### config.mk
export PLATFORM = sky130hd
export DESIGN_NAME = exe_stage
export DESIGN_NICKNAME = d
export VERILOG_FILES = /design/src/rtl/exe_stage.sv
export SDC_FILE = /design/constraint.sdc
export NUM_CORES = 1
export LEC_CHECK = 0
export ABC_AREA = 1
export BUFFER_PORTS_ARGS = -buffer_cell sky130_fd_sc_hd__buf_2
export CELL_PAD_IN_SITES_DETAIL_PLACEMENT = 0
export CELL_PAD_IN_SITES_GLOBAL_PLACEMENT = 1
export CORE_ASPECT_RATIO = 1.2
export CORE_MARGIN = 5
export CORE_UTILIZATION = 40
export CTS_CLUSTER_DIAMETER = 60
export DETAILED_ROUTE_END_ITERATION = 10
export PLACE_DENSITY_LB_ADDON = 0.08
export SYNTH_ARGS = -nofsm -noshare
export SYNTH_HDL_FRONTEND = slang
export SYNTH_SLANG_ARGS = --single-unit
### constraint.sdc
create_clock -name clk -period 6.9 [get_ports clk]
set_input_delay 1.38 -clock clk [delete_from_list [all_inputs] [get_ports clk]]
set_output_delay 1.38 -clock clk [all_outputs]
set_load 0.1 [all_outputs]
### src/rtl/exe_stage.sv
// Execute stage: 1-cycle ALU and branch resolve, iterative MUL/DIVU/REMU; results registered into EX/MEM.
// Latency 1 edge (MC_STEPS+2 edges for multi-cycle ops); stall holds IF, IF/ID and ID/EX while an op iterates.
module exe_stage #(
  parameter int XLEN     = 32,
  parameter int MC_STEPS = 32
) (
  input  logic            clk,
  input  logic            rst,
  input  logic [XLEN-1:0] pc_in,
  input  logic            wb_en_in,
  input  logic [3:0]      ex_cmd_in,
  input  logic [1:0]      branch_type_in,
  input  logic            mem_write_in,
  input  logic            mem_read_in,
  input  logic [XLEN-1:0] val1_in,
  input  logic [XLEN-1:0] val2_in,
  input  logic [XLEN-1:0] reg2_in,
  input  logic [4:0]      dst_in,
  output logic            stall,
  output logic            branch_taken,
  output logic [XLEN-1:0] branch_addr,
  output logic [XLEN-1:0] alu_result,
  output logic [XLEN-1:0] st_val,
  output logic [4:0]      dst,
  output logic            wb_en,
  output logic            mem_write,
  output logic            mem_read
);
  localparam int SHW = $clog2(XLEN);
  localparam int CW  = $clog2(MC_STEPS);
  localparam logic [3:0] CMD_MUL  = 4'b1001;
  localparam logic [3:0] CMD_DIVU = 4'b1010;
  localparam logic [3:0] CMD_REMU = 4'b1011;

  typedef enum logic [1:0] {IDLE, CALC, DONE} state_t;

  state_t          state;
  logic [CW-1:0]   cnt;
  logic [XLEN-1:0] op_a;
  logic [XLEN-1:0] op_b;
  logic [XLEN-1:0] acc;
  logic [3:0]      mc_cmd;
  logic            is_mc;
  logic [SHW-1:0]  shamt;
  logic [XLEN-1:0] alu_val;
  logic [XLEN-1:0] mc_val;
  logic [XLEN:0]   div_tmp;
  logic            div_ge;
  logic            br_cond;

  assign is_mc = (ex_cmd_in == CMD_MUL) || (ex_cmd_in == CMD_DIVU) || (ex_cmd_in == CMD_REMU);
  // Gated by rst so an async reset mid-op releases the pipeline even while the op is still presented.
  assign stall = rst && (((state == IDLE) && is_mc) || (state == CALC));
  assign shamt = val2_in[SHW-1:0];

  always_comb begin
    alu_val = '0;
    case (ex_cmd_in)
      4'b0000: alu_val = val1_in + val2_in;
      4'b0001: alu_val = val1_in - val2_in;
      4'b0010: alu_val = val1_in & val2_in;
      4'b0011: alu_val = val1_in | val2_in;
      4'b0100: alu_val = ~(val1_in | val2_in);
      4'b0101: alu_val = val1_in ^ val2_in;
      4'b0110: alu_val = val1_in << shamt;
      4'b0111: alu_val = $unsigned($signed(val1_in) >>> shamt);
      4'b1000: alu_val = val1_in >> shamt;
      default: alu_val = '0;
    endcase
  end

  always_comb begin
    br_cond = 1'b0;
    case (branch_type_in)
      2'b01:   br_cond = (val1_in == '0);
      2'b10:   br_cond = (val1_in != reg2_in);
      2'b11:   br_cond = 1'b1;
      default: br_cond = 1'b0;
    endcase
  end

  assign branch_addr  = pc_in + (val2_in << 2);
  assign branch_taken = br_cond && !stall && !is_mc;

  // Restoring divide: op_a shifts dividend bits out and quotient bits in; acc holds the partial remainder.
  // A zero divisor naturally yields an all-ones quotient and the dividend as remainder.
  assign div_tmp = {acc, op_a[XLEN-1]};
  assign div_ge  = (div_tmp >= {1'b0, op_b});
  assign mc_val  = (mc_cmd == CMD_DIVU) ? op_a : acc;

  always_ff @(posedge clk or negedge rst) begin
    if (!rst) begin
      state      <= IDLE;
      cnt        <= '0;
      op_a       <= '0;
      op_b       <= '0;
      acc        <= '0;
      mc_cmd     <= '0;
      alu_result <= '0;
      st_val     <= '0;
      dst        <= '0;
      wb_en      <= 1'b0;
      mem_write  <= 1'b0;
      mem_read   <= 1'b0;
    end else begin
      alu_result <= '0;
      st_val     <= '0;
      dst        <= '0;
      wb_en      <= 1'b0;
      mem_write  <= 1'b0;
      mem_read   <= 1'b0;
      case (state)
        IDLE: begin
          if (is_mc) begin
            op_a   <= val1_in;
            op_b   <= val2_in;
            acc    <= '0;
            cnt    <= '0;
            mc_cmd <= ex_cmd_in;
            state  <= CALC;
          end else begin
            alu_result <= alu_val;
            st_val     <= reg2_in;
            dst        <= dst_in;
            wb_en      <= wb_en_in;
            mem_write  <= mem_write_in;
            mem_read   <= mem_read_in;
          end
        end
        CALC: begin
          if (mc_cmd == CMD_MUL) begin
            if (op_b[0]) acc <= acc + op_a;
            op_a <= op_a << 1;
            op_b <= op_b >> 1;
          end else begin
            acc  <= div_ge ? (div_tmp[XLEN-1:0] - op_b) : div_tmp[XLEN-1:0];
            op_a <= {op_a[XLEN-2:0], div_ge};
          end
          cnt <= cnt + CW'(1);
          if (cnt == CW'(MC_STEPS - 1)) state <= DONE;
        end
        DONE: begin
          alu_result <= mc_val;
          st_val     <= reg2_in;
          dst        <= dst_in;
          wb_en      <= wb_en_in;
          mem_write  <= mem_write_in;
          mem_read   <= mem_read_in;
          state      <= IDLE;
        end
        default: state <= IDLE;
      endcase
    end
  end
endmodule

# Word-level counts from Yosys, hierarchy flattened
# Index checks and enable logic that the tools add are counted.
# word_totals
reg_bits,179
inputBits,144
out_inout_bits,106
word_cells,99
# op_classes
add_sub_neg,6
order_cmp,1
n_eq_ne,24
shifts,3
mux,31
n_bitwise,4
n_reduce_logical,18
# ops
operator,count
32-bit 2-to-1 mux,10
32-bit case mux with 2 select lines,5
32-bit case mux with 9 select lines,1
32-bit adder,3
32-bit subtractor,2
33-bit by 32-bit greater-or-equal comparator with 1-bit output,1
32-bit AND,1
32-bit zero test,1
32-bit inequality test,1
32-bit NOT,1
32-bit OR,1
32-bit by 5-bit left shift with 32-bit output,1
32-bit by 5-bit >> shifter with 32-bit output,1
32-bit by 5-bit >>> shifter with 32-bit output,1
32-bit XOR,1
"4-bit equality test, second input constant",6
5-bit case mux with 2 select lines,2
"4-bit by 3-bit equality test with 1-bit output, second input constant",4
5-bit 2-to-1 mux,2
"4-bit by 2-bit equality test with 1-bit output, second input constant",2
"2-bit equality test, second input constant",3
1-bit case mux with 2 select lines,3
2-bit AND reduction,3
3-bit AND reduction,2
17 further kinds,29

# Logic depth before layout (Yosys ltp)
# depth
ltp_word,9
depth_mapped,29

# Least setup slack after synthesis
# Ideal clock, no wire load.
# synth_timing
path_kind,input to output
from,in val2_in[1]
to,out branch_addr[20]
arrival_time_ns,4.567
t_required_ns,5.520
setup_slack_ns,0.953
cell_stages,10
path_buffers,2
path_cell_list,buf_2 -> inv_2 -> clkbuf_1 -> fa_1 -> o21ai_0 -> nand3_1 -> nand2_1 -> a21o_1 -> a21oi_1 -> xnor2_1
# synth_between
elab_chain_cells,1
# synth_rtl
item,line_no,source
from (decl),16,"input logic [XLEN-1:0] val2_in,"
32-bit adder,82,assign branch_addr = pc_in + (val2_in << 2);
to (decl),21,"output logic [XLEN-1:0] branch_addr,"
# Every way passes these cells.

# Final worst setup path
# layout_timing
from,in val2_in[3]
to,reg alu_result[20]
# layout_between
elab_chain_cells,4
word_cells_on_any_way,8
# layout_rtl
item,line_no,source
"32-bit subtractor, or another cell as far along",60,4'b0001: alu_val = val1_in - val2_in;
32-bit case mux with 9 select lines *,58,case (ex_cmd_in)
32-bit 2-to-1 mux *,114,if (is_mc) begin
32-bit case mux with 2 select lines *,112,case (state)
to (signal assigned),122,alu_result <= alu_val;
to (signal assigned),143,alu_result <= mc_val;
to (decl),22,"output logic [XLEN-1:0] alu_result,"
# Every way passes the cells marked *; elsewhere a longest branch is shown, timed or not.
# A chain may end at the register's enable or synchronous reset.

==> metrics.txt <==
result of the run complete, no violations; CP bufs+invs 2; die height approximately 270 um; clock insertion delay at the later pin of the skew report 0.48 ns; number of violations of the max-capacitance limit 0; Top FF cell, synth sky130_fd_sc_hd__dfrtp_1; total clock buffers created by CTS 17; pin count of the biggest net entering global routing 92; antenna violations before repair 4; maximum resistive drop on vdd between 0.2 and 0.25 mV; area grow syn2layout 11.2%; syn avg cell area 5.87 um^2; layout cell share with drive strength beyond 1 0.0907; cell type with the highest aggregate area in the netlist sky130_fd_sc_hd__nand2_1; internal power 4.21 mW; final critical-path required period 5.23 ns; placeable core region 58100 um^2; total via count in the routed design 27789; vias in the first global route 26193; net switching power figure just under 7 mW; Sink Count 179; switching part of the total power 0.618; Synth area leaders sky130_fd_sc_hd__nand2_1, sky130_fd_sc_hd__dfrtp_1, sky130_fd_sc_hd__ha_1, sky130_fd_sc_hd__nand3_1, sky130_fd_sc_hd__inv_1; setup repair after global routing missed its margin false; instance count along the most critical hold path 2; sum of net half-perimeters after detailed placement 94800 um; Boundary Pins 250; grt total ovfl 0; critical setup path kind input pin to register; area fraction of the dominant cell type after synthesis 0.219; DRC violation count after routing 0; Die Area around 63000 um^2; maximum root-to-sink buffer count 2; utilization after layout 0.446; slowest cell delay on critical path 1.05 ns; number of enable flip-flop cells after synthesis 0; pwr/cell area 424 nW/um^2; slowest stage cell on the critical path sky130_fd_sc_hd__nor2_1; post-synthesis cell type count 54; via/cell ratio 5.68; number of levels in the clock H-tree 4; overall fraction of global-route tracks in use 0.363; data arrival time of the worst path between 5 and 6 ns; fraction of the cycle the final worst path needs 0.758; CP top delay family simple AND/OR/NAND/NOR gates; Critical Path Stages 20; wire length of the first global-routing pass 172000 um; post-route clock skew 0.0180 ns; count of buffers from port buffering approximately 250; overall power consumption about 11 mW; commonest cells after routing, fill and taps aside sky130_fd_sc_hd__nand2_1, sky130_fd_sc_hd__inv_1, sky130_fd_sc_hd__nand3_1; Critical Path Fanout Max 12; initial standard-cell utilization of the core 0.402; power share of the combinational group 0.726; drt pass-1 iters 6; fin nets 4471; CTS Hold Bufs 0; Final Max Tran Viols 0; share of synthesized registers carrying an async set or reset 1.00; slew at the pin closest to its max-slew limit 1.42 ns; CTS clk-pin slew, worst paths about 0.09 ns; class of the tightest hold or removal check register to register; cell with the most instances on the worst path sky130_fd_sc_hd__nand2_1; worst hold slack after final layout approximately 0.46 ns; portion of the post-synthesis area used by sequential elements 0.192; most frequent standard cell in the layout excluding fill and tap cells sky130_fd_sc_hd__nand2_1; number of cells upsized or downsized after cts 0; data required time at the worst endpoint ~7.3 ns; root buffer selected by CTS sky130_fd_sc_hd__clkbuf_16; top achievable clock speed 191 MHz; relative contribution of the clock network to total power 0.097; Post CTS Setup Buffer Count 0; number of core rows 97; Final Hold Fails 0; Final setup viols 0; ordered cell list for the critical path buf_2 > nor2_1 > nand3_1 > nor2_4 > nand2_1 > nor2_1 > nand2_1 > nand2_1 > xor2_1 > inv_1 > ha_1 > nand2_1 > nor3_1 > nand3_1 > nand3_1 > nand2_1 > nand3_1 > nand3b_1 > nand2_1 > nand2_1; Die X approximately 230 um; Post-Synthesis Cells 3975; routability congestion estimate from global placement 1.05; Setup Total Neg Slack 0 ns; worst rel slew slack 0.0528; TritonCTS clock tree built; synthesis warning total 0; flip-flop and latch count after synthesis ~180; ANT nets after route 0; synthesized net count 4314; leakage power of the design ~14 nW; routed wire length per instance 24.2 um; Iter 0 DRT Violations 2830; endpoint type of the worst setup path register; Register-to-Register Path Depth 13; final WL 119000 um; crit start category input pin; part of the total power dissipated in sequential elements 0.177; post-synthesis cell area 23300 um^2
-- through the flow --
stage,instance area (um^2),setup slack (ns),std cells
6_report,26000,1.67,4891
5_1_grt,25900,1.49,4887
4_1_cts,25900,1.67,4887
3_5_place_dp,25300,1.19,4855
3_3_place_gp,25300,1.21,4855
2_1_floorplan,23300,0.953,3975
-- path summary, 6_finish.rpt --
path,endpoint,start,slack [ns]
worst min register to register,mc_cmd[3],mc_cmd[3],0.46
worst max register to register,acc[2],acc[14],3.35
max in group asynchronous,alu_result[30],rst,3.91
min in group asynchronous,mem_read,rst,0.90
worst max-delay path,alu_result[20],val2_in[3],1.67
worst min-delay path,mc_cmd[3],mc_cmd[3],0.46
-- state kept, by name, indices dropped and copies added (netlist names) --
register / flops
state: 2
op_b: 32
dst: 5
cnt: 5
acc: 32
st_val: 32
alu_result: 32
mem_read: 1
mc_cmd: 4
wb_en: 1
mem_write: 1
op_a: 32
-- routing by layer --
| layer | part of all wire | up-vias | global-route usage |
|---|---|---|---|
| met5 | 0.00029 | - | 0 |
| met4 | 0.076 | 6 | 0.226 |
| met3 | 0.073 | 344 | 0.0691 |
| met2 | 0.46 | 1170 | 0.596 |
| met1 | 0.39 | 12979 | 0.441 |
| li1 | - | 13290 | - |
-- power groups by stage --
stage	registers [mW]	clock network (mW)	logic, mW
3_5_place_dp	1.94	0	7.91
2_1_floorplan	2.16	0	5.24
4_1_cts	1.93	1.08	7.94
3_3_place_gp	1.94	0	7.90
6_report	1.95	1.07	8.00
5_1_grt	1.96	1.12	8.80
-- worst register-to-register path, stage by stage, from the launching register on --
cell	delay (ns)
sky130_fd_sc_hd__dfrtp_1	0.62
sky130_fd_sc_hd__ha_1	0.57
sky130_fd_sc_hd__nand2_1	0.15
sky130_fd_sc_hd__nor2_1	0.22
sky130_fd_sc_hd__nand2_1	0.10
sky130_fd_sc_hd__nor3_1	0.15
sky130_fd_sc_hd__nand2_1	0.10
sky130_fd_sc_hd__nand3_2	0.10
sky130_fd_sc_hd__nand2_2	0.43
sky130_fd_sc_hd__nand2_4	0.55
sky130_fd_sc_hd__nand2_1	0.17
sky130_fd_sc_hd__nand3_1	0.18
sky130_fd_sc_hd__nand3_1	0.09
sky130_fd_sc_hd__nand2_1	0.07
-- area by class of cell --
cell class	instances	area, um^2
diodes	4	10.0
fillers	6595	32200
repair buffers	276	1630
well taps	742	928
multi-input cells	3131	16300
inverters	527	1980
clock inverters	15	213
clock buffers	17	425
flip-flops and latches	179	4480
-- cells by family after synthesis --
logic type | after synthesis | synth area share
simple gates | 2266 | 0.409
xor+xnor | 89 | 0.0334
flops | 179 | 0.192
fa+ha+maj | 195 | 0.106
buf+inv | 665 | 0.111
mux | 1 | 0.000482
compound gates | 580 | 0.148
-- synth_stat cells, types with 7 or more instances --
master,count
sky130_fd_sc_hd__ha_1,191
sky130_fd_sc_hd__nor2_2,16
sky130_fd_sc_hd__nor2_4,7
sky130_fd_sc_hd__clkbuf_1,69
sky130_fd_sc_hd__xnor2_1,21
sky130_fd_sc_hd__nand3b_1,18
sky130_fd_sc_hd__o211ai_1,110
sky130_fd_sc_hd__a21o_1,8
sky130_fd_sc_hd__nor3_1,41
sky130_fd_sc_hd__a21oi_1,164
sky130_fd_sc_hd__o21ai_1,16
sky130_fd_sc_hd__nand4_1,56
sky130_fd_sc_hd__or2_2,8
sky130_fd_sc_hd__o2111ai_1,13
sky130_fd_sc_hd__xor2_1,68
sky130_fd_sc_hd__nand2_2,7
sky130_fd_sc_hd__buf_2,43
sky130_fd_sc_hd__and2_1,8
sky130_fd_sc_hd__dfrtp_1,179
sky130_fd_sc_hd__o21a_1,13
sky130_fd_sc_hd__nand3_1,452
sky130_fd_sc_hd__nor2_1,276
sky130_fd_sc_hd__buf_1,17
sky130_fd_sc_hd__nor4_1,9
sky130_fd_sc_hd__o21ai_0,191
sky130_fd_sc_hd__o31ai_1,7
sky130_fd_sc_hd__inv_2,15
sky130_fd_sc_hd__nand2_1,1359
sky130_fd_sc_hd__o21bai_1,15
sky130_fd_sc_hd__inv_1,509
No activity file was read; power rests on OpenSTA's default activity.
